[src/rtl/uart_pkg.sv]
// Shared constants for the Wishbone UART: register offsets, STATUS/CTRL
// bit positions and the 2-bit TX/RX state encodings.
package uart_pkg;

    localparam logic [1:0] REG_DATA   = 2'd0;
    localparam logic [1:0] REG_STATUS = 2'd1;
    localparam logic [1:0] REG_DIV    = 2'd2;
    localparam logic [1:0] REG_CTRL   = 2'd3;

    localparam int ST_TXFULL  = 0;
    localparam int ST_TXEMPTY = 1;
    localparam int ST_RXV     = 2;
    localparam int ST_RXOVR   = 3;
    localparam int ST_FERR    = 4;
    localparam int ST_TXOVF   = 5;
    localparam int ST_TXBUSY  = 6;

    localparam int CT_TXEN = 0;
    localparam int CT_RXEN = 1;
    localparam int CT_RXIE = 2;
    localparam int CT_TXIE = 3;

    typedef enum logic [1:0] {
        TX_IDLE, TX_START, TX_DATA, TX_STOP
    } tx_state_t;

    typedef enum logic [1:0] {
        RX_IDLE, RX_START, RX_DATA, RX_STOP
    } rx_state_t;

endpackage

[src/rtl/wb_uart_if.sv]
// Wishbone B4 classic bus bundle between a master and the UART slave.
// Signals: adr/dat_i/sel/we/cyc/stb from master, ack/dat_o from slave.
interface wb_uart_if;

    logic [31:0] wb_adr_i;
    logic [31:0] wb_dat_i;
    logic [3:0]  wb_sel_i;
    logic        wb_we_i;
    logic        wb_cyc_i;
    logic        wb_stb_i;
    logic        wb_ack_o;
    logic [31:0] wb_dat_o;

    modport master (
        output wb_adr_i, wb_dat_i, wb_sel_i, wb_we_i, wb_cyc_i, wb_stb_i,
        input  wb_ack_o, wb_dat_o
    );

    modport slave (
        input  wb_adr_i, wb_dat_i, wb_sel_i, wb_we_i, wb_cyc_i, wb_stb_i,
        output wb_ack_o, wb_dat_o
    );

endinterface

[src/rtl/uart_fifo.sv]
// First-word-fall-through synchronous FIFO (dout valid while !empty).
// Ports: clk, rst (sync, high), push/din, pop/dout, full, empty.
module uart_fifo #(
    parameter int WIDTH = 8,
    parameter int DEPTH = 8
) (
    input  logic             clk,
    input  logic             rst,
    input  logic             push,
    input  logic             pop,
    input  logic [WIDTH-1:0] din,
    output logic [WIDTH-1:0] dout,
    output logic             full,
    output logic             empty
);

    localparam int AW = $clog2(DEPTH);
    localparam logic [AW:0] FULL_CNT = (AW+1)'(DEPTH);

    logic [WIDTH-1:0] r_mem [DEPTH];
    logic [AW-1:0]    r_wp;
    logic [AW-1:0]    r_rp;
    logic [AW:0]      r_cnt;
    logic             w_pop;
    logic             w_push;

    assign empty  = (r_cnt == '0);
    assign full   = (r_cnt == FULL_CNT);
    assign dout   = r_mem[r_rp];
    // a pop on a full FIFO frees the slot the simultaneous push uses
    assign w_pop  = pop & !empty;
    assign w_push = push & (!full | w_pop);

    always_ff @(posedge clk) begin
        if (w_push) begin
            r_mem[r_wp] <= din;
        end
    end

    always_ff @(posedge clk) begin
        if (rst) begin
            r_wp  <= '0;
            r_rp  <= '0;
            r_cnt <= '0;
        end else begin
            if (w_push) begin
                r_wp <= r_wp + AW'(1);
            end
            if (w_pop) begin
                r_rp <= r_rp + AW'(1);
            end
            case ({w_push, w_pop})
                2'b10:   r_cnt <= r_cnt + (AW+1)'(1);
                2'b01:   r_cnt <= r_cnt - (AW+1)'(1);
                default: r_cnt <= r_cnt;
            endcase
        end
    end

endmodule

[src/rtl/wb_uart.sv]
// Wishbone classic slave 8N1 UART: TX FIFO, single RX holding register,
// baud divisor, level irq. Ports: wb_clk_i, wb_rst_i, wb (slave), txd, rxd, irq.
module wb_uart
    import uart_pkg::*;
#(
    parameter int          TX_DEPTH    = 8,
    parameter logic [15:0] DEFAULT_DIV = 16'd433
) (
    input  logic       wb_clk_i,
    input  logic       wb_rst_i,
    wb_uart_if.slave   wb,
    output logic       txd,
    input  logic       rxd,
    output logic       irq
);

    logic        r_ack;
    logic [31:0] r_dat;
    logic [15:0] r_div;
    logic [3:0]  r_ctrl;
    logic [7:0]  r_rx_byte;
    logic        r_rxv, r_rxovr, r_ferr, r_txovf, r_irq, r_txd;
    logic        r_rx_s1, r_rx_s2, r_rx_s3;

    tx_state_t   r_tx_state, w_tx_next;
    logic [15:0] r_tx_cnt;
    logic [2:0]  r_tx_bit;
    logic [7:0]  r_tx_sh;

    rx_state_t   r_rx_state, w_rx_next;
    logic [15:0] r_rx_cnt;
    logic [2:0]  r_rx_bit;
    logic [7:0]  r_rx_sh;

    logic        w_commit, w_wr, w_rd_data, w_push, w_full, w_empty;
    logic        w_tx_pop, w_txd_nxt, w_tx_tick, w_busy;
    logic        w_rx_start, w_rx_tick, w_rx_done;
    logic [15:0] w_half_ld;
    logic [1:0]  w_adr;
    logic [7:0]  w_fifo_dout, w_status;
    logic [31:0] w_rdata;
    logic        w_unused;

    assign w_unused  = ^{wb.wb_adr_i[31:4], wb.wb_adr_i[1:0],
                         wb.wb_dat_i[31:16], wb.wb_sel_i[3:1]};
    assign w_adr     = wb.wb_adr_i[3:2];
    assign w_commit  = wb.wb_cyc_i & wb.wb_stb_i & !r_ack;
    assign w_wr      = w_commit & wb.wb_we_i & wb.wb_sel_i[0];
    assign w_rd_data = w_commit & !wb.wb_we_i & (w_adr == REG_DATA);
    assign w_push    = w_wr & (w_adr == REG_DATA);
    assign w_busy    = (r_tx_state != TX_IDLE);
    assign w_tx_tick = (r_tx_cnt == '0);
    assign w_rx_tick = (r_rx_cnt == '0);
    // ((DIV+1)>>1)-1 cycles to reach mid start bit; DIV=0 gives one cycle
    assign w_half_ld = (r_div == '0) ? '0 : (r_div - 16'd1) >> 1;

    assign wb.wb_ack_o = r_ack;
    assign wb.wb_dat_o = r_dat;
    assign txd = r_txd;
    assign irq = r_irq;

    uart_fifo #(.WIDTH(8), .DEPTH(TX_DEPTH)) u_fifo (
        .clk(wb_clk_i), .rst(wb_rst_i),
        .push(w_push), .pop(w_tx_pop), .din(wb.wb_dat_i[7:0]),
        .dout(w_fifo_dout), .full(w_full), .empty(w_empty)
    );

    always_comb begin
        w_status = '0;
        w_status[ST_TXFULL]  = w_full;
        w_status[ST_TXEMPTY] = w_empty;
        w_status[ST_RXV]     = r_rxv;
        w_status[ST_RXOVR]   = r_rxovr;
        w_status[ST_FERR]    = r_ferr;
        w_status[ST_TXOVF]   = r_txovf;
        w_status[ST_TXBUSY]  = w_busy;
        w_rdata = '0;
        case (w_adr)
            REG_DATA:   w_rdata[7:0]  = r_rx_byte;
            REG_STATUS: w_rdata[7:0]  = w_status;
            REG_DIV:    w_rdata[15:0] = r_div;
            default:    w_rdata[3:0]  = r_ctrl;
        endcase
    end

    // ---------------- TX FSM ----------------
    always_ff @(posedge wb_clk_i) begin
        if (wb_rst_i) r_tx_state <= TX_IDLE;
        else          r_tx_state <= w_tx_next;
    end

    always_comb begin
        w_tx_next = r_tx_state;
        unique case (r_tx_state)
            TX_IDLE:  if (w_tx_pop) w_tx_next = TX_START;
            TX_START: if (w_tx_tick) w_tx_next = TX_DATA;
            TX_DATA:  if (w_tx_tick && r_tx_bit == 3'd7) w_tx_next = TX_STOP;
            TX_STOP:  if (w_tx_tick) w_tx_next = TX_IDLE;
        endcase
    end

    always_comb begin
        w_tx_pop  = 1'b0;
        w_txd_nxt = 1'b1;
        case (r_tx_state)
            TX_IDLE:  w_tx_pop  = r_ctrl[CT_TXEN] & !w_empty;
            TX_START: w_txd_nxt = 1'b0;
            TX_DATA:  w_txd_nxt = r_tx_sh[0];
            default:  w_txd_nxt = 1'b1;
        endcase
    end

    always_ff @(posedge wb_clk_i) begin
        if (wb_rst_i) begin
            r_txd    <= 1'b1;
            r_tx_cnt <= '0;
            r_tx_bit <= '0;
            r_tx_sh  <= '0;
        end else begin
            r_txd <= w_txd_nxt;
            if (w_tx_pop) begin
                r_tx_cnt <= r_div;
                r_tx_bit <= '0;
                r_tx_sh  <= w_fifo_dout;
            end else if (w_busy) begin
                if (w_tx_tick) begin
                    r_tx_cnt <= r_div;
                    if (r_tx_state == TX_DATA) begin
                        r_tx_sh  <= r_tx_sh >> 1;
                        r_tx_bit <= r_tx_bit + 3'd1;
                    end
                end else begin
                    r_tx_cnt <= r_tx_cnt - 16'd1;
                end
            end
        end
    end

    // ---------------- RX FSM ----------------
    always_ff @(posedge wb_clk_i) begin
        if (wb_rst_i) begin
            r_rx_s1    <= 1'b1;
            r_rx_s2    <= 1'b1;
            r_rx_s3    <= 1'b1;
            r_rx_state <= RX_IDLE;
        end else begin
            r_rx_s1    <= rxd;
            r_rx_s2    <= r_rx_s1;
            r_rx_s3    <= r_rx_s2;
            r_rx_state <= w_rx_next;
        end
    end

    always_comb begin
        w_rx_next = r_rx_state;
        unique case (r_rx_state)
            RX_IDLE:  if (w_rx_start) w_rx_next = RX_START;
            RX_START: if (w_rx_tick) w_rx_next = r_rx_s2 ? RX_IDLE : RX_DATA;
            RX_DATA:  if (w_rx_tick && r_rx_bit == 3'd7) w_rx_next = RX_STOP;
            RX_STOP:  if (w_rx_tick) w_rx_next = RX_IDLE;
        endcase
    end

    always_comb begin
        w_rx_start = (r_rx_state == RX_IDLE) & r_ctrl[CT_RXEN]
                   & r_rx_s3 & !r_rx_s2;
        w_rx_done  = (r_rx_state == RX_STOP) & w_rx_tick;
    end

    always_ff @(posedge wb_clk_i) begin
        if (wb_rst_i) begin
            r_rx_cnt <= '0;
            r_rx_bit <= '0;
            r_rx_sh  <= '0;
        end else if (w_rx_start) begin
            r_rx_cnt <= w_half_ld;
            r_rx_bit <= '0;
        end else if (r_rx_state != RX_IDLE) begin
            if (w_rx_tick) begin
                r_rx_cnt <= r_div;
                if (r_rx_state == RX_DATA) begin
                    r_rx_sh  <= {r_rx_s2, r_rx_sh[7:1]};
                    r_rx_bit <= r_rx_bit + 3'd1;
                end
            end else begin
                r_rx_cnt <= r_rx_cnt - 16'd1;
            end
        end
    end

    // ---------------- registers / bus ----------------
    always_ff @(posedge wb_clk_i) begin
        if (wb_rst_i) begin
            r_ack     <= 1'b0;
            r_dat     <= '0;
            r_div     <= DEFAULT_DIV;
            r_ctrl    <= '0;
            r_rx_byte <= '0;
            r_rxv     <= 1'b0;
            r_rxovr   <= 1'b0;
            r_ferr    <= 1'b0;
            r_txovf   <= 1'b0;
            r_irq     <= 1'b0;
        end else begin
            r_ack <= wb.wb_cyc_i & wb.wb_stb_i & !r_ack;
            r_dat <= (w_commit & !wb.wb_we_i) ? w_rdata : '0;
            if (w_wr && w_adr == REG_DIV)  r_div  <= wb.wb_dat_i[15:0];
            if (w_wr && w_adr == REG_CTRL) r_ctrl <= wb.wb_dat_i[3:0];
            if (w_wr && w_adr == REG_STATUS) begin
                if (wb.wb_dat_i[ST_RXOVR]) r_rxovr <= 1'b0;
                if (wb.wb_dat_i[ST_FERR])  r_ferr  <= 1'b0;
                if (wb.wb_dat_i[ST_TXOVF]) r_txovf <= 1'b0;
            end
            if (w_push && w_full && !w_tx_pop) r_txovf <= 1'b1;
            if (w_rd_data) r_rxv <= 1'b0;
            // a byte landing on the same edge as the clearing read wins
            if (w_rx_done) begin
                if (!r_rx_s2) r_ferr <= 1'b1;
                if (r_rxv && !w_rd_data) begin
                    r_rxovr <= 1'b1;
                end else begin
                    r_rx_byte <= r_rx_sh;
                    r_rxv     <= 1'b1;
                end
            end
            r_irq <= (r_rxv & r_ctrl[CT_RXIE])
                   | (w_empty & !w_busy & r_ctrl[CT_TXIE]);
        end
    end

endmodule

[src/flat_wrapper.sv]
// flat-port wrapper written by rule: the top's interface ports become plain ports
module wb_uart_flat import uart_pkg::*;
#(
    parameter int          TX_DEPTH    = 8,
    parameter logic [15:0] DEFAULT_DIV = 16'd433
)
  (wb_clk_i, wb_rst_i, txd, rxd, irq, wb_wb_adr_i, wb_wb_dat_i, wb_wb_sel_i, wb_wb_we_i, wb_wb_cyc_i, wb_wb_stb_i, wb_wb_ack_o, wb_wb_dat_o);
  wb_uart_if wb_i ();
  input  logic wb_clk_i;
  input  logic wb_rst_i;
  output logic txd;
  input  logic rxd;
  output logic irq;
  input wire logic [$bits(wb_i.wb_adr_i)-1:0] wb_wb_adr_i;
  input wire logic [$bits(wb_i.wb_dat_i)-1:0] wb_wb_dat_i;
  input wire logic [$bits(wb_i.wb_sel_i)-1:0] wb_wb_sel_i;
  input wire logic [$bits(wb_i.wb_we_i)-1:0] wb_wb_we_i;
  input wire logic [$bits(wb_i.wb_cyc_i)-1:0] wb_wb_cyc_i;
  input wire logic [$bits(wb_i.wb_stb_i)-1:0] wb_wb_stb_i;
  output wire logic [$bits(wb_i.wb_ack_o)-1:0] wb_wb_ack_o;
  output wire logic [$bits(wb_i.wb_dat_o)-1:0] wb_wb_dat_o;
  assign wb_i.wb_adr_i = wb_wb_adr_i;
  assign wb_i.wb_dat_i = wb_wb_dat_i;
  assign wb_i.wb_sel_i = wb_wb_sel_i;
  assign wb_i.wb_we_i = wb_wb_we_i;
  assign wb_i.wb_cyc_i = wb_wb_cyc_i;
  assign wb_i.wb_stb_i = wb_wb_stb_i;
  assign wb_wb_ack_o = wb_i.wb_ack_o;
  assign wb_wb_dat_o = wb_i.wb_dat_o;
  wb_uart #(.TX_DEPTH(TX_DEPTH), .DEFAULT_DIV(DEFAULT_DIV)) u_core (.wb_clk_i(wb_clk_i), .wb_rst_i(wb_rst_i), .wb(wb_i), .txd(txd), .rxd(rxd), .irq(irq));
endmodule
[config.mk]
export PLATFORM = sky130hd
export DESIGN_NAME = wb_uart_flat
export DESIGN_NICKNAME = d
export VERILOG_FILES = /design/src/rtl/uart_pkg.sv /design/src/rtl/wb_uart_if.sv /design/src/rtl/uart_fifo.sv /design/src/rtl/wb_uart.sv /design/src/flat_wrapper.sv
export SDC_FILE = /design/constraint.sdc
export NUM_CORES = 1
export LEC_CHECK = 0
export BUFFER_PORTS_ARGS = -buffer_cell sky130_fd_sc_hd__buf_4
export CORE_ASPECT_RATIO = 0.75
export CORE_MARGIN = 2
export CORE_UTILIZATION = 55
export CTS_BUF_LIST = sky130_fd_sc_hd__clkbuf_16
export CTS_CLUSTER_SIZE = 30
export DETAILED_ROUTE_END_ITERATION = 12
export GPL_TIMING_DRIVEN = 0
export MAX_ROUTING_LAYER = met4
export PLACE_DENSITY = 0.76
export RECOVER_POWER = 25
export SKIP_CTS_REPAIR_TIMING = 1
export SLEW_MARGIN = 10
export SYNTH_ARGS = -nofsm -noshare
export SYNTH_HDL_FRONTEND = slang
export SYNTH_SLANG_ARGS = --single-unit
export TNS_END_PERCENT = 5
[constraint.sdc]
create_clock -name wb_clk_i -period 2.87 [get_ports wb_clk_i]
set_input_delay 0.1435 -clock wb_clk_i [delete_from_list [all_inputs] [get_ports wb_clk_i]]
set_output_delay 0.1435 -clock wb_clk_i [all_outputs]
set_load 0.05 [all_outputs]
; After elaboration in Yosys (flattened, before gate mapping)
; Memory sizes are Yosys's and may differ from the RTL's. A register that Yosys moved wholly into a read port is not among the register bits.
; Cells that the tools add are included.
[classes]
muxes = 45
n_addsub = 9
reduce_logical = 44
bitwise_logic = 23
n_eq_ne = 22
[ops]
columns = operator, count
row1 = two-way mux 16 bit, 6
row2 = zero test 16 bit, 3
row3 = subtractor 16 x 1 -> 16 bit (second input constant), 3
row4 = two-way mux 8 bit, 4
row5 = case mux 4 bit (3 select lines), 2
row6 = two-way mux 2 bit, 9
row7 = nonzero test 2 bit, 9
row8 = AND 1 bit, 17
row9 = two-way mux 1 bit, 17
row10 = case mux 2 bit (4 select lines), 2
row11 = two-way mux 15 bit, 1
row12 = == test 2 bit (second input constant), 7
row13 = != test 2 x 1 -> 1 bit (second input constant), 7
row14 = adder 3 x 1 -> 3 bit (second input constant), 4
row15 = AND reduction 4 bit, 3
row16 = AND reduction 3 bit, 3
row17 = == test 2 x 1 -> 1 bit (second input constant), 4
row18 = logical AND 1 bit, 8
row19 = zero test 1 bit, 8
row20 = case mux 4 bit (2 select lines), 1
row21 = == test 3 bit (second input constant), 2
row22 = zero test 2 bit, 3
row23 = two-way mux 3 bit, 2
row24 = OR reduction 2 bit, 3
row25 = 10 further kinds, 15
[word_totals]
inputBits = 74
mem_count = 1
out_inout_bits = 35
ram_bits = 64
wordCells = 171
ff_bits = 138
[memory_table]
columns = name, depth, word_bits, read_ports, rd_ports_with_merged_regs, wr, line_no
row1 = u_core.u_fifo.r_mem, 8, 8, 1, 1, 1, uart_fifo.sv:20  ; logic [WIDTH-1:0] r_mem [DEPTH];

; Logic depth before layout (Yosys ltp)
; Gate-level depths: netlist of run 1.
[logic_depth]
word_depth = 9
mapped_depth = 10
depth_no_buf = 9

; By module
; A second synthesis of run 1 with hierarchy kept.
[hier_totals]
cells_unflattened = 848
hier_area_um2 = 9011.1
[by_module_without_submodules]
columns = module, area_per_inst_um2, cells_per_inst, seq_area_each_um2, n_inst
row1 = wb_uart, 5808.1, 672, 2242.2, 1
row2 = uart_fifo, 3203.1, 176, 2182.1, 1

; Worst setup path before layout of run 1
; OpenSTA, ideal clock, no wires.
[synth_timing]
path_kind = register -> register
from = register u_core.r_ack, in the netlist u_core.wb.wb_ack_o
to = memory u_core.u_fifo.r_mem[0][0], enable pin
t_arrival_ns = 2.303
stages_incl_launch_ff = 5
required_ns = 2.487
path_slack_ns = 0.184
path_cell_list = dfxtp_1 nand3b_1 a2111oi_0 nand2b_1 nor3_1
[synth_via]
elab_chain_cells = 8
[synth_rtl]
columns = item, line_no
row1 = "start, declared", wb_uart.sv:17  ; logic r_ack;
row2 = "start signal, assigned", wb_uart.sv:205  ; r_ack <= wb.wb_cyc_i & wb.wb_stb_i & !r_ack;
row3 = zero test 1 bit, wb_uart.sv:47  ; assign w_commit = wb.wb_cyc_i & wb.wb_stb_i & !r_ack;
row4 = AND 1 bit, wb_uart.sv:47
row5 = AND 1 bit (2 in series), wb_uart.sv:48  ; assign w_wr = w_commit & wb.wb_we_i & wb.wb_sel_i[0];
row6 = AND 1 bit, wb_uart.sv:50  ; assign w_push = w_wr & (w_adr == REG_DATA);
row7 = AND 1 bit, uart_fifo.sv:32  ; assign w_push = push & (!full | w_pop);
row8 = two-way mux 1 bit, uart_fifo.sv:35  ; if (w_push) begin
row9 = two-way mux 1 bit (not written as such), uart_fifo.sv:36  ; r_mem[r_wp] <= din;
row10 = "end, declared", uart_fifo.sv:20
; No other way between the ends.

; Worst setup path after layout of run 1
[layout_timing]
from = register u_core.r_tx_state[0]
to = memory u_core.u_fifo.r_mem[5][0], enable pin
[layout_via]
elab_chain_cells = 7
[layout_rtl]
columns = item, line_no
row1 = "start, declared", wb_uart.sv:25  ; tx_state_t r_tx_state, w_tx_next;
row2 = "start signal, assigned", wb_uart.sv:89  ; else r_tx_state <= w_tx_next;
row3 = zero test 2 bit, wb_uart.sv:105  ; case (r_tx_state)
row4 = two-way mux 1 bit, wb_uart.sv:105
row5 = AND 1 bit, uart_fifo.sv:31  ; assign w_pop = pop & !empty;
row6 = OR 1 bit, uart_fifo.sv:32
row7 = AND 1 bit, uart_fifo.sv:32
row8 = two-way mux 1 bit, uart_fifo.sv:35
row9 = two-way mux 1 bit (not written as such), uart_fifo.sv:36
; No other way between the ends.

==> run summary, run 1 <==
status: complete, but fails checks
failing checks: hold timing
reg-to-reg endpoint: u_core.u_fifo.r_mem[5][0]$_DFFE_PP_
worst reg2reg setup slack: 0.16 ns
Initial Util: 56.3%
Compound-Gate Fraction of Synth Area: 11.8%
GRT Residual Overflow: 0
I/O Buffers: 43
Leak: 3.68 nW
Post-Synth Simple-Gate Area: 19.1%
Iteration-0 DRC Markers: 711
initial antenna violation count: 0
Primary FF master, synth: dfxtp_1
Final period util: 94.3%
Max Freq: 370 MHz
kind of critical path: reg -> reg
EDFF count, synth: 64
H-tree depth: 4
top cells by area, synth: dfxtp_1 28%, edfxtp_1 21%, mux2i_1 5.0%, mux4_2 5.0%, nor2_1 3.2%
P_sw: 0.00151 W
Routed Wire Length: 23.3 mm
worst hold slack: -0.0186 ns
DP Cell Count: 1130
Max-slew headroom: 31.3%
Pre-antenna DRT Iters: 5
Site Rows: 40
gpl congestion: 0.914
Clock Tree Root: clkbuf_16
CP Capture Type: register
Worst-path clk slew: 0.07 ns
internal power: 0.00430 W
crit-path max FO: 8
sequential cell area fraction in the yosys report: 48.9%
post-DP HPWL: 16.5 mm
post-DR vias/cell: 6.13
Cell Pwr Density: 554 mW/mm²
Finished Layout Cells: 1178
mux share of post-synthesis cell area: 10.1%
DP Worst Slack: -0.934 ns
Antenna diodes: 0
synthesized-area fraction occupied by adder cells: 2.63%
die area: 0.0175 mm²
register share of total power: 48.1%
layout cells sized above 1: 16.3%
Synth Area in XOR/XNOR: 2.33%
largest family of logic cells by synthesized area: simple AND/OR/NAND/NOR gates
syn_area_per_cell: 10.5 µm²
die width: 152 µm
Max Transition Viols Final: 0
worst setup path end: u_core.u_fifo.r_mem[5][0]$_DFFE_PP_
Worst Setup Slack, final: 0.164 ns
DP Area: 0.00968 mm²
Unique masters post-synth: 78
final setup vio count: 0
Area Growth Syn to Fin: 15.8%
number of max-cap violations: 0
Cell Area, Synth: 0.00904 mm²
synthesized flop and latch total: 189
Pwr Total: 0.00580 W
worst flop-to-flop path startpoint: u_core.r_tx_state[0]$_SDFFE_PP0P_
Vert. Die Dim: 115 µm
Sw Share: 26.0%
clk_skew: 0.0128 ns
Fill cells: 1258
Worst EP arrival: 2.79 ns
WL/cell: 19.8 µm
global-route wire length before repair: 36.4 mm
via count: 7221
measured slew at the worst slew-check pin: 1.02 ns
post-synth top area share: 27.7%
# IOs: 109
r2r worst-path depth: 6
core area: 0.0161 mm²
clock sinks: 189
nets: 1048
ys async rst share: 0%
CTS tree: done
worst min-delay path class: in -> reg
Critical Path Start Type: register
number of remaining DRC errors: 0
clock power share: 42.4%
Final Hold Vio Count: 1
Max VDD drop: 0.426 mV
gr usage total: 27.8%
post-route minimum period: 2.71 ns
DRT antenna net count: 0
RSZ-0062 raised after global routing: false
dominant cell type by area after synthesis: dfxtp_1
CTS Buf Count: 17
pin count of the biggest net entering global routing: 20
Cells after Synth: 862
vias in the first global route: 6586
Skew-Pair Late Insertion Delay: 0.44 ns
cell area after layout: 0.0105 mm²
synth warn: 0
Comb pwr share: 9.5%
crit path from: u_core.r_tx_state[0]$_SDFFE_PP0P_
Critical Path RT: 2.95 ns
clk buf depth: 2
## routing by layer
metal  wire, µm  vias up  global-route usage [%]  part of all wire, %
li1           -     3338                       -                    -
met1      10700     3450                    39.6                   46
met2       9780      391                    38.5                   42
met3       2470       42                    8.07                   11
met4        408        0                    8.04                  1.8
met5          0        -                       -                    0
## layout make-up
| type | count | area (µm²) | area share [%] |
|---|---|---|---|
| tap | 210 | 263 | 2.51 |
| multi-input combinational | 602 | 4270 | 40.8 |
| inverter | 19 | 71.3 | 0.681 |
| sequential | 189 | 4420 | 42.3 |
| timing repair buffer | 59 | 449 | 4.29 |
| clock buffer | 17 | 425 | 4.06 |
| clock inverter | 15 | 190 | 1.82 |
| buffer | 67 | 373 | 3.56 |
## synthesized netlist by cell type, types with 3 or more instances
cell type / number
a2111oi_0: 4
a211o_1: 5
a211oi_1: 21
a21oi_1: 35
a2bb2oi_1: 3
a311oi_1: 9
a31oi_1: 10
and2_1: 7
and4_1: 3
buf_2: 9
buf_4: 22
clkbuf_1: 30
dfxtp_1: 125
edfxtp_1: 64
ha_1: 19
inv_1: 19
mux2i_1: 45
mux4_2: 20
nand2_1: 71
nand2b_1: 22
nand3_1: 16
nand3b_1: 5
nand4_1: 5
nor2_1: 77
nor2b_1: 19
nor3_1: 37
nor3b_1: 5
nor4_1: 11
nor4_2: 5
nor4b_1: 4
o211ai_1: 12
o21a_1: 3
o21ai_0: 16
o31ai_1: 5
o32ai_1: 4
or2_2: 7
or3_1: 11
or4_1: 5
xnor2_1: 16
xor2_1: 8
## cell families after synthesis
| group | count (synthesis) |
|---|---|
| AND/OR/NAND/NOR | 324 |
| adder cells (fa/ha/maj) | 19 |
| AO/OA/AOI/OAI | 153 |
| buffers and inverters | 86 |
| flip-flops | 189 |
| other | 1 |
| multiplexers | 66 |
| XOR/XNOR | 24 |
## power by group through the flow
stage          Combinational, W  Sequential (W)  Clock [W]
3_3_place_gp           0.000516         0.00285          0
4_1_cts                0.000522         0.00279    0.00248
2_1_floorplan          0.000370         0.00285          0
5_1_grt                0.000590         0.00279    0.00260
3_5_place_dp           0.000519         0.00285          0
6_report               0.000549         0.00279    0.00246
## how the worst min path moves through the flow
stage                         start  depth (start not counted)                                  end  slack, ns
finish              wb_wb_dat_i[13]                          3        u_core.r_div[13]$_SDFFE_PP0P_      -0.02
global route        wb_wb_dat_i[13]                          3        u_core.r_div[13]$_SDFFE_PP0P_       0.02
CTS                             rxd                          2            u_core.r_rx_s1$_SDFF_PP1_      -0.13
detailed placement              rxd                          2            u_core.r_rx_s1$_SDFF_PP1_       0.33
global placement                rxd                          2            u_core.r_rx_s1$_SDFF_PP1_       0.33
floorplan            wb_wb_dat_i[0]                          0  u_core.u_fifo.r_mem[0][0]$_DFFE_PP_       0.24
## metrics by stage
step | setup TNS (ns) | util [%]
CTS | -37.46 | 64.1
global placement | -32.75 | 60.3
global route | 0 | 65.1
detailed placement | -35.20 | 60.3
finish | 0 | 65.1
floorplan | 0 | -
## registers in the layout, summed over array words and instances, names as in the netlist, 2 cells and up, named ones only
name                 count
u_core.r_rx_sh           8
u_core.u_fifo.r_rp       3
u_core.r_tx_state        2
u_core.r_tx_bit          3
u_core.r_rx_bit          3
u_core.r_rx_cnt         16
u_core.r_tx_sh           8
u_core.wb.wb_dat_o      16
u_core.r_rx_byte         8
u_core.r_tx_cnt         16
u_core.r_ctrl            4
u_core.u_fifo.r_wp       3
u_core.u_fifo.r_cnt      4
u_core.r_div            16
u_core.u_fifo.r_mem     64
## critical path, cell delays in order (launching register included)
cell and delay (ns):
dfxtp_1 0.34, inv_1 0.15, ha_1 0.23, nand2_1 0.17, a2111oi_2 0.59, nand2_1 0.34, nor2_2 0.51
## placed cells by master (no fill, tap or decap), types with 5 or more instances in the layout
master	synthesis	routed
edfxtp_1	64	64
conb_1	1	16
or3_1	11	11
or4_1	5	5
clkbuf_1	30	39
dlygate4sd3_1	0	16
a211o_1	5	5
mux4_2	20	20
nor2_1	77	71
a31oi_1	10	10
and2_1	7	7
inv_1	19	19
buf_4	22	56
inv_8	0	7
nand2_1	71	71
nor4_2	5	5
a21oi_1	35	35
o211ai_1	12	12
nor4_1	11	11
nor3_1	37	35
o21ai_0	16	16
xor2_1	8	8
nand2b_1	22	22
a211oi_1	21	21
ha_1	19	19
nor3b_1	5	5
nand3b_1	5	5
or2_2	7	7
nor2b_1	19	19
nand4_1	5	5
nor2_2	0	6
xnor2_1	16	16
dfxtp_1	125	125
clkbuf_16	0	17
nand3_1	16	15
o31ai_1	5	5
mux2i_1	45	45
buf_2	9	9
a311oi_1	9	9
Power figures use the tool's default switching activity.
==> run 2, diff against run 1 <==
--- a/config.mk
+++ b/config.mk
@@ -14,7 +14,7 @@
 export DETAILED_ROUTE_END_ITERATION = 12
 export GPL_TIMING_DRIVEN = 0
 export MAX_ROUTING_LAYER = met4
-export PLACE_DENSITY = 0.76
+export PLACE_DENSITY = 0.73
 export RECOVER_POWER = 25
 export SKIP_CTS_REPAIR_TIMING = 1
 export SLEW_MARGIN = 10
==> run 2 against run 1 <==
The flow still finishes with violations (hold timing). Hold slack improved by 0.017 ns. Clock-buffer cell count increased by 1. Fmax increased by 4.6%. Die area unchanged. Critical path depth increased by 2. Clock power about the same. Register-to-register slack improved by 0.12 ns. Cell area increased by 0.13%. Critical path type unchanged. Largest power group unchanged. Highest routed layer unchanged.
==> run summary, run 2 (synthesized netlist as in run 1, its figures left out) <==
status: complete, but fails checks
failing checks: hold timing
Leak: 3.68 nW
worst flop-to-flop path startpoint: u_core.r_tx_state[0]$_SDFFE_PP0P_
Worst-path clk slew: 0.07 ns
DP Worst Slack: -0.735 ns
Layout Utilization: 65.2%
Final period util: 90.2%
DRT antenna net count: 0
post-DR vias/cell: 6.11
Initial Util: 56.3%
r2r worst-path depth: 8
crit-path max FO: 10
post-route minimum period: 2.59 ns
crit-path max cell delay: 0.56 ns
Skew-Pair Late Insertion Delay: 0.45 ns
Register Area: 0.00442 mm²
post-DP HPWL: 16.7 mm
global-route wire length before repair: 36.4 mm
CTS tree: done
cell area after layout: 0.0105 mm²
Clock Tree Root: clkbuf_16
Fill cells: 1309
DP Area: 0.00969 mm²
Area Growth Syn to Fin: 15.9%
clk_skew: 0.0156 ns
max reg flops: 64
GRT Residual Overflow: 0
hold_sp: wb_wb_dat_i[13]
I/O Buffers: 43
WHS Endpoint: u_core.r_div[13]$_SDFFE_PP0P_
CTS Buf Count: 17
Critical Path Start Type: register
crit-path cells: inv_1, ha_1, nand2_1, nor2_1, clkbuf_1, nand2_1, xor2_1, nor2_1
gr usage total: 27.9%
Pwr Total: 0.00580 W
measured slew at the worst slew-check pin: 1.08 ns
Min-Delay Path Depth: 3
initial antenna violation count: 0
Critical Path RT: 3.17 ns
RSZ-0062 raised after global routing: false
Worst EP arrival: 2.89 ns
Vert. Die Dim: 115 µm
number of remaining DRC errors: 0
kind of critical path: reg -> reg
layout cells sized above 1: 16.2%
Max VDD drop: 0.374 mV
clk buf depth: 2
die width: 152 µm
nets: 1048
Site Rows: 40
number of max-cap violations: 0
worst reg2reg setup slack: 0.28 ns
Final TNS setup: 0 ns
Max Transition Viols Final: 0
final setup vio count: 0
most common cell after layout, fill and taps aside: dfxtp_1
Multi-input gate area: 0.00429 mm²
core area: 0.0161 mm²
worst min-delay path class: in -> reg
clock sinks: 189
Iteration-0 DRC Markers: 868
commonest non-fill, non-tap cells in the layout: 125 x dfxtp_1, 71 x nand2_1, 71 x nor2_1
pin count of the biggest net entering global routing: 22
CP Capture Type: register
worst hold slack: -0.00119 ns
die area: 0.0175 mm²
Pre-antenna DRT Iters: 5
Antenna diodes: 0
vias in the first global route: 6466
Max Freq: 386 MHz
Max-slew headroom: 27.2%
most flop-heavy register: u_core.u_fifo.r_mem
Final Hold Vio Count: 1
Routed Wire Length: 23.3 mm
slowest cell on the critical path: nor2_1
WL/cell: 19.8 µm
H-tree depth: 4
reg-to-reg endpoint: u_core.u_fifo.r_rp[2]$_SDFFE_PP0P_
Worst Setup Slack, final: 0.282 ns
via count: 7199
# IOs: 109
gpl congestion: 0.923
Cell Pwr Density: 553 mW/mm²
run 2: final cells by class:
cell class	count	area share, %
Sequential cell	189	42.2
Multi-Input combinational cell	602	40.9
Timing Repair Buffer	59	4.25
Tap cell	210	2.51
Clock inverter	14	1.58
Clock buffer	18	4.30
Inverter	19	0.681
Buffer	67	3.56
run 2: how the worst max path moves through the flow:
stage,start,end,slack [ns]
detailed placement,u_core.r_tx_state[0]$_SDFFE_PP0P_,u_core.u_fifo.r_mem[1][6]$_DFFE_PP_,-0.73
global placement,u_core.r_tx_state[0]$_SDFFE_PP0P_,u_core.u_fifo.r_mem[0][6]$_DFFE_PP_,-0.88
floorplan,u_core.wb.wb_ack_o$_SDFF_PP0_,u_core.u_fifo.r_mem[0][0]$_DFFE_PP_,0.18
global route,u_core.r_tx_state[0]$_SDFFE_PP0P_,u_core.u_fifo.r_cnt[2]$_SDFFE_PP0P_,0.04
CTS,u_core.r_tx_state[0]$_SDFFE_PP0P_,u_core.u_fifo.r_mem[1][6]$_DFFE_PP_,-0.76
finish,u_core.r_tx_state[0]$_SDFFE_PP0P_,u_core.u_fifo.r_rp[2]$_SDFFE_PP0P_,0.28
run 2: per-layer routing:
metal / GRT usage, % / share of wire (%) / vias to the layer above
met5: - / 0 / -
met4: 6.85 / 1.1 / 0
met3: 7.43 / 10 / 25
met2: 37.7 / 42 / 362
met1: 41.5 / 47 / 3462
li1: - / - / 3350
run 2: per-stage QoR:
step,instances,hold slack [ns]
after floorplan,877,0.242
after global placement,1130,0.330
after detailed placement,1130,0.331
after CTS,1162,-0.129
after global routing,1178,0.0216
final,1178,-0.00119
run 2: worst max-delay path: cells and delay by family (launching register included):
family,cells,cell delay [ns]
buf+inv,2,0.61
simple gates,4,0.96
fa+ha+maj,1,0.24
flops,1,0.34
xor+xnor,1,0.29
run 2: power by group:
part	internal [W]	leakage, nW	switching (W)	total, W
logic	0.000190	1.79	0.000367	0.000557
clock network	0.00124	0.302	0.00121	0.00245
registers	0.00277	1.58	0.0000178	0.00279
total	0.00420	3.68	0.00160	0.00580
==> run 3, diff against run 2 <==
--- a/config.mk
+++ b/config.mk
@@ -5,7 +5,9 @@
 export SDC_FILE = /design/constraint.sdc
 export NUM_CORES = 1
 export LEC_CHECK = 0
+export ABC_AREA = 1
 export BUFFER_PORTS_ARGS = -buffer_cell sky130_fd_sc_hd__buf_4
+export CAP_MARGIN = 20
 export CORE_ASPECT_RATIO = 0.75
 export CORE_MARGIN = 2
 export CORE_UTILIZATION = 55
@@ -17,7 +19,6 @@
 export PLACE_DENSITY = 0.73
 export RECOVER_POWER = 25
 export SKIP_CTS_REPAIR_TIMING = 1
-export SLEW_MARGIN = 10
 export SYNTH_ARGS = -nofsm -noshare
 export SYNTH_HDL_FRONTEND = slang
 export SYNTH_SLANG_ARGS = --single-unit
==> run 3 against run 2 <==
The flow still finishes with violations (hold timing). Largest cell class unchanged. Synthesized cell count is 22% higher. Global-route usage shrank 0.45 points. Sequential cell count unchanged. Final cell count is 17% higher. Non-clock buffer count down 9. Largest power group is now combinational logic. Combinational power increased to 5.9 times the previous value.
==> run summary, run 3 <==
status: complete, but fails checks
failing checks: hold timing
layout cells sized above 1: 13.2%
clock sinks: 189
Worst Setup Slack, final: 0.181 ns
largest family of logic cells by synthesized area: simple AND/OR/NAND/NOR gates
mux share of post-synthesis cell area: 1.55%
Area Growth Syn to Fin: 14.8%
Max-slew headroom: 47.8%
synth warn: 0
Max VDD drop: 0.865 mV
CTS tree: done
Finished Layout Cells: 1373
most flop-heavy register: u_core.u_fifo.r_mem
Vert. Die Dim: 115 µm
pin count of the biggest net entering global routing: 17
Fill cells: 1359
Synth Area in XOR/XNOR: 3.49%
Skew-Pair Late Insertion Delay: 0.43 ns
worst hold slack: -0.0123 ns
most common cell after layout, fill and taps aside: nand2_1
commonest non-fill, non-tap cells in the layout: 127 x nand2_1, 125 x dfxtp_1, 114 x o21ai_0
sequential cell area fraction in the yosys report: 49.0%
EDFF count, synth: 64
die width: 152 µm
gr usage total: 27.5%
Max Transition Viols Final: 0
CTS Buf Count: 17
GRT Residual Overflow: 0
measured slew at the worst slew-check pin: 0.783 ns
kind of critical path: reg -> reg
syn_area_per_cell: 8.56 µm²
synthesized-area fraction occupied by adder cells: 2.63%
I/O Buffers: 43
Antenna diodes: 0
Critical Path RT: 3.00 ns
ys async rst share: 0%
Site Rows: 40
synthesized flop and latch total: 189
clk_skew: 0.00930 ns
dominant cell type by area after synthesis: dfxtp_1
Routed Wire Length: 23.3 mm
DP Worst Slack: -0.0460 ns
Worst-path clk slew: 0.07 ns
Worst EP arrival: 2.82 ns
RSZ-0062 raised after global routing: true
Pre-antenna DRT Iters: 6
Critical Path Start Type: register
most instantiated cells after synthesis: 127 x nand2_1, 125 x dfxtp_1, 114 x o21ai_0
Cell Pwr Density: 826 mW/mm²
Iteration-0 DRC Markers: 793
post-DP HPWL: 17.1 mm
number of max-cap violations: 0
Cell Area, Synth: 0.00903 mm²
DRT antenna net count: 0
H-tree depth: 4
Final period util: 93.7%
nets: 1244
Pwr Total: 0.00857 W
Leak: 4.17 nW
Max Freq: 372 MHz
DP Cell Count: 1330
crit-path max FO: 7
Final Hold Vio Count: 3
WL/cell: 16.9 µm
core area: 0.0160 mm²
final setup vio count: 0
clk buf depth: 2
CP Capture Type: register
initial antenna violation count: 0
post-synth top area share: 27.7%
Cells after Synth: 1055
# IOs: 109
top cells by area, synth: dfxtp_1 28%, edfxtp_1 21%, o21ai_0 6.3%, a21oi_1 5.6%, nand2_1 5.3%
via count: 7714
Unique masters post-synth: 49
gpl congestion: 0.944
post-DR vias/cell: 5.62
vias in the first global route: 6903
Primary FF master, synth: dfxtp_1
Clock Tree Root: clkbuf_16
Post-Synth Simple-Gate Area: 18.2%
die area: 0.0175 mm²
Compound-Gate Fraction of Synth Area: 17.3%
number of remaining DRC errors: 0
Final TNS setup: 0 ns
worst min-delay path class: in -> reg
most numerous cell in the Yosys netlist: nand2_1
post-route minimum period: 2.69 ns
global-route wire length before repair: 36.7 mm
Initial Util: 56.4%
max reg flops: 64
==> run 3: final cells by class <==
| type | instances | area [µm²] | share of cell area (%) |
|---|---|---|---|
| tap | 210 | 263 | 2.53 |
| timing repair buffer | 62 | 439 | 4.24 |
| multi-input combinational | 720 | 3970 | 38.3 |
| inverter | 106 | 400 | 3.86 |
| buffer | 55 | 302 | 2.91 |
| clock inverter | 12 | 92.6 | 0.893 |
| clock buffer | 19 | 475 | 4.59 |
| sequential | 189 | 4420 | 42.7 |
==> run 3: kinds of logic (layout without fill, tap and decap cells) <==
| logic type | count (synthesis) | in the layout |
|---|---|---|
| AND/OR/NAND/NOR | 352 | 352 |
| buffers and inverters | 161 | 254 |
| flip-flops | 189 | 189 |
| XOR/XNOR | 36 | 36 |
| multiplexers | 14 | 14 |
| adder cells (fa/ha/maj) | 19 | 19 |
| AO/OA/AOI/OAI | 283 | 283 |
| other | 1 | 16 |
==> run 3: power by group <==
part           switching, W  total [W]  internal, W
clock               0.00100    0.00228      0.00128
combinational       0.00216    0.00327      0.00111
sequential         0.000130    0.00301      0.00288
total               0.00329    0.00857      0.00528
==> run 3: worst max-delay path: stages (launching register included) <==
cell and delay (ns):
dfxtp_1 0.34, inv_1 0.13, ha_1 0.30, inv_1 0.18
nor2_8 0.18, inv_4 0.09, nand2_2 0.08, inv_2 0.05
nor2_4 0.15, inv_2 0.08, nor2_4 0.10, inv_2 0.07
nor3_1 0.35, buf_2 0.29
==> run 3: final timing paths <==
path | start | to | slack, ns | cells past startpoint
max | u_core.r_tx_state[0]$_SDFFE_PP0P_ | u_core.u_fifo.r_mem[5][6]$_DFFE_PP_ | 0.18 | 13
min reg2reg | u_core.r_rx_s1$_SDFF_PP1_ | u_core.r_rx_s2$_SDFF_PP1_ | 0.41 | 1
min | wb_wb_dat_i[11] | u_core.r_div[11]$_SDFFE_PP0P_ | -0.01 | 3
max reg2reg | u_core.r_tx_state[0]$_SDFFE_PP0P_ | u_core.u_fifo.r_mem[5][6]$_DFFE_PP_ | 0.18 | 13
==> run 3: metal layers <==
| metal | global-route usage [%] | wire [µm] | vias up |
|---|---|---|---|
| met5 | - | 0 | - |
| li1 | - | - | 3756 |
| met2 | 39.2 | 9770 | 367 |
| met4 | 6.04 | 249 | 0 |
| met3 | 5.16 | 2210 | 24 |
| met1 | 40.7 | 11000 | 3567 |
==> run 3: stage by stage <==
stage | area (µm²) | utilization [%]
after floorplan | 9090 | -
after global placement | 9670 | 60.4
after detailed placement | 9710 | 60.6
after CTS | 10300 | 64.2
after global routing | 10400 | 64.7
final | 10400 | 64.7
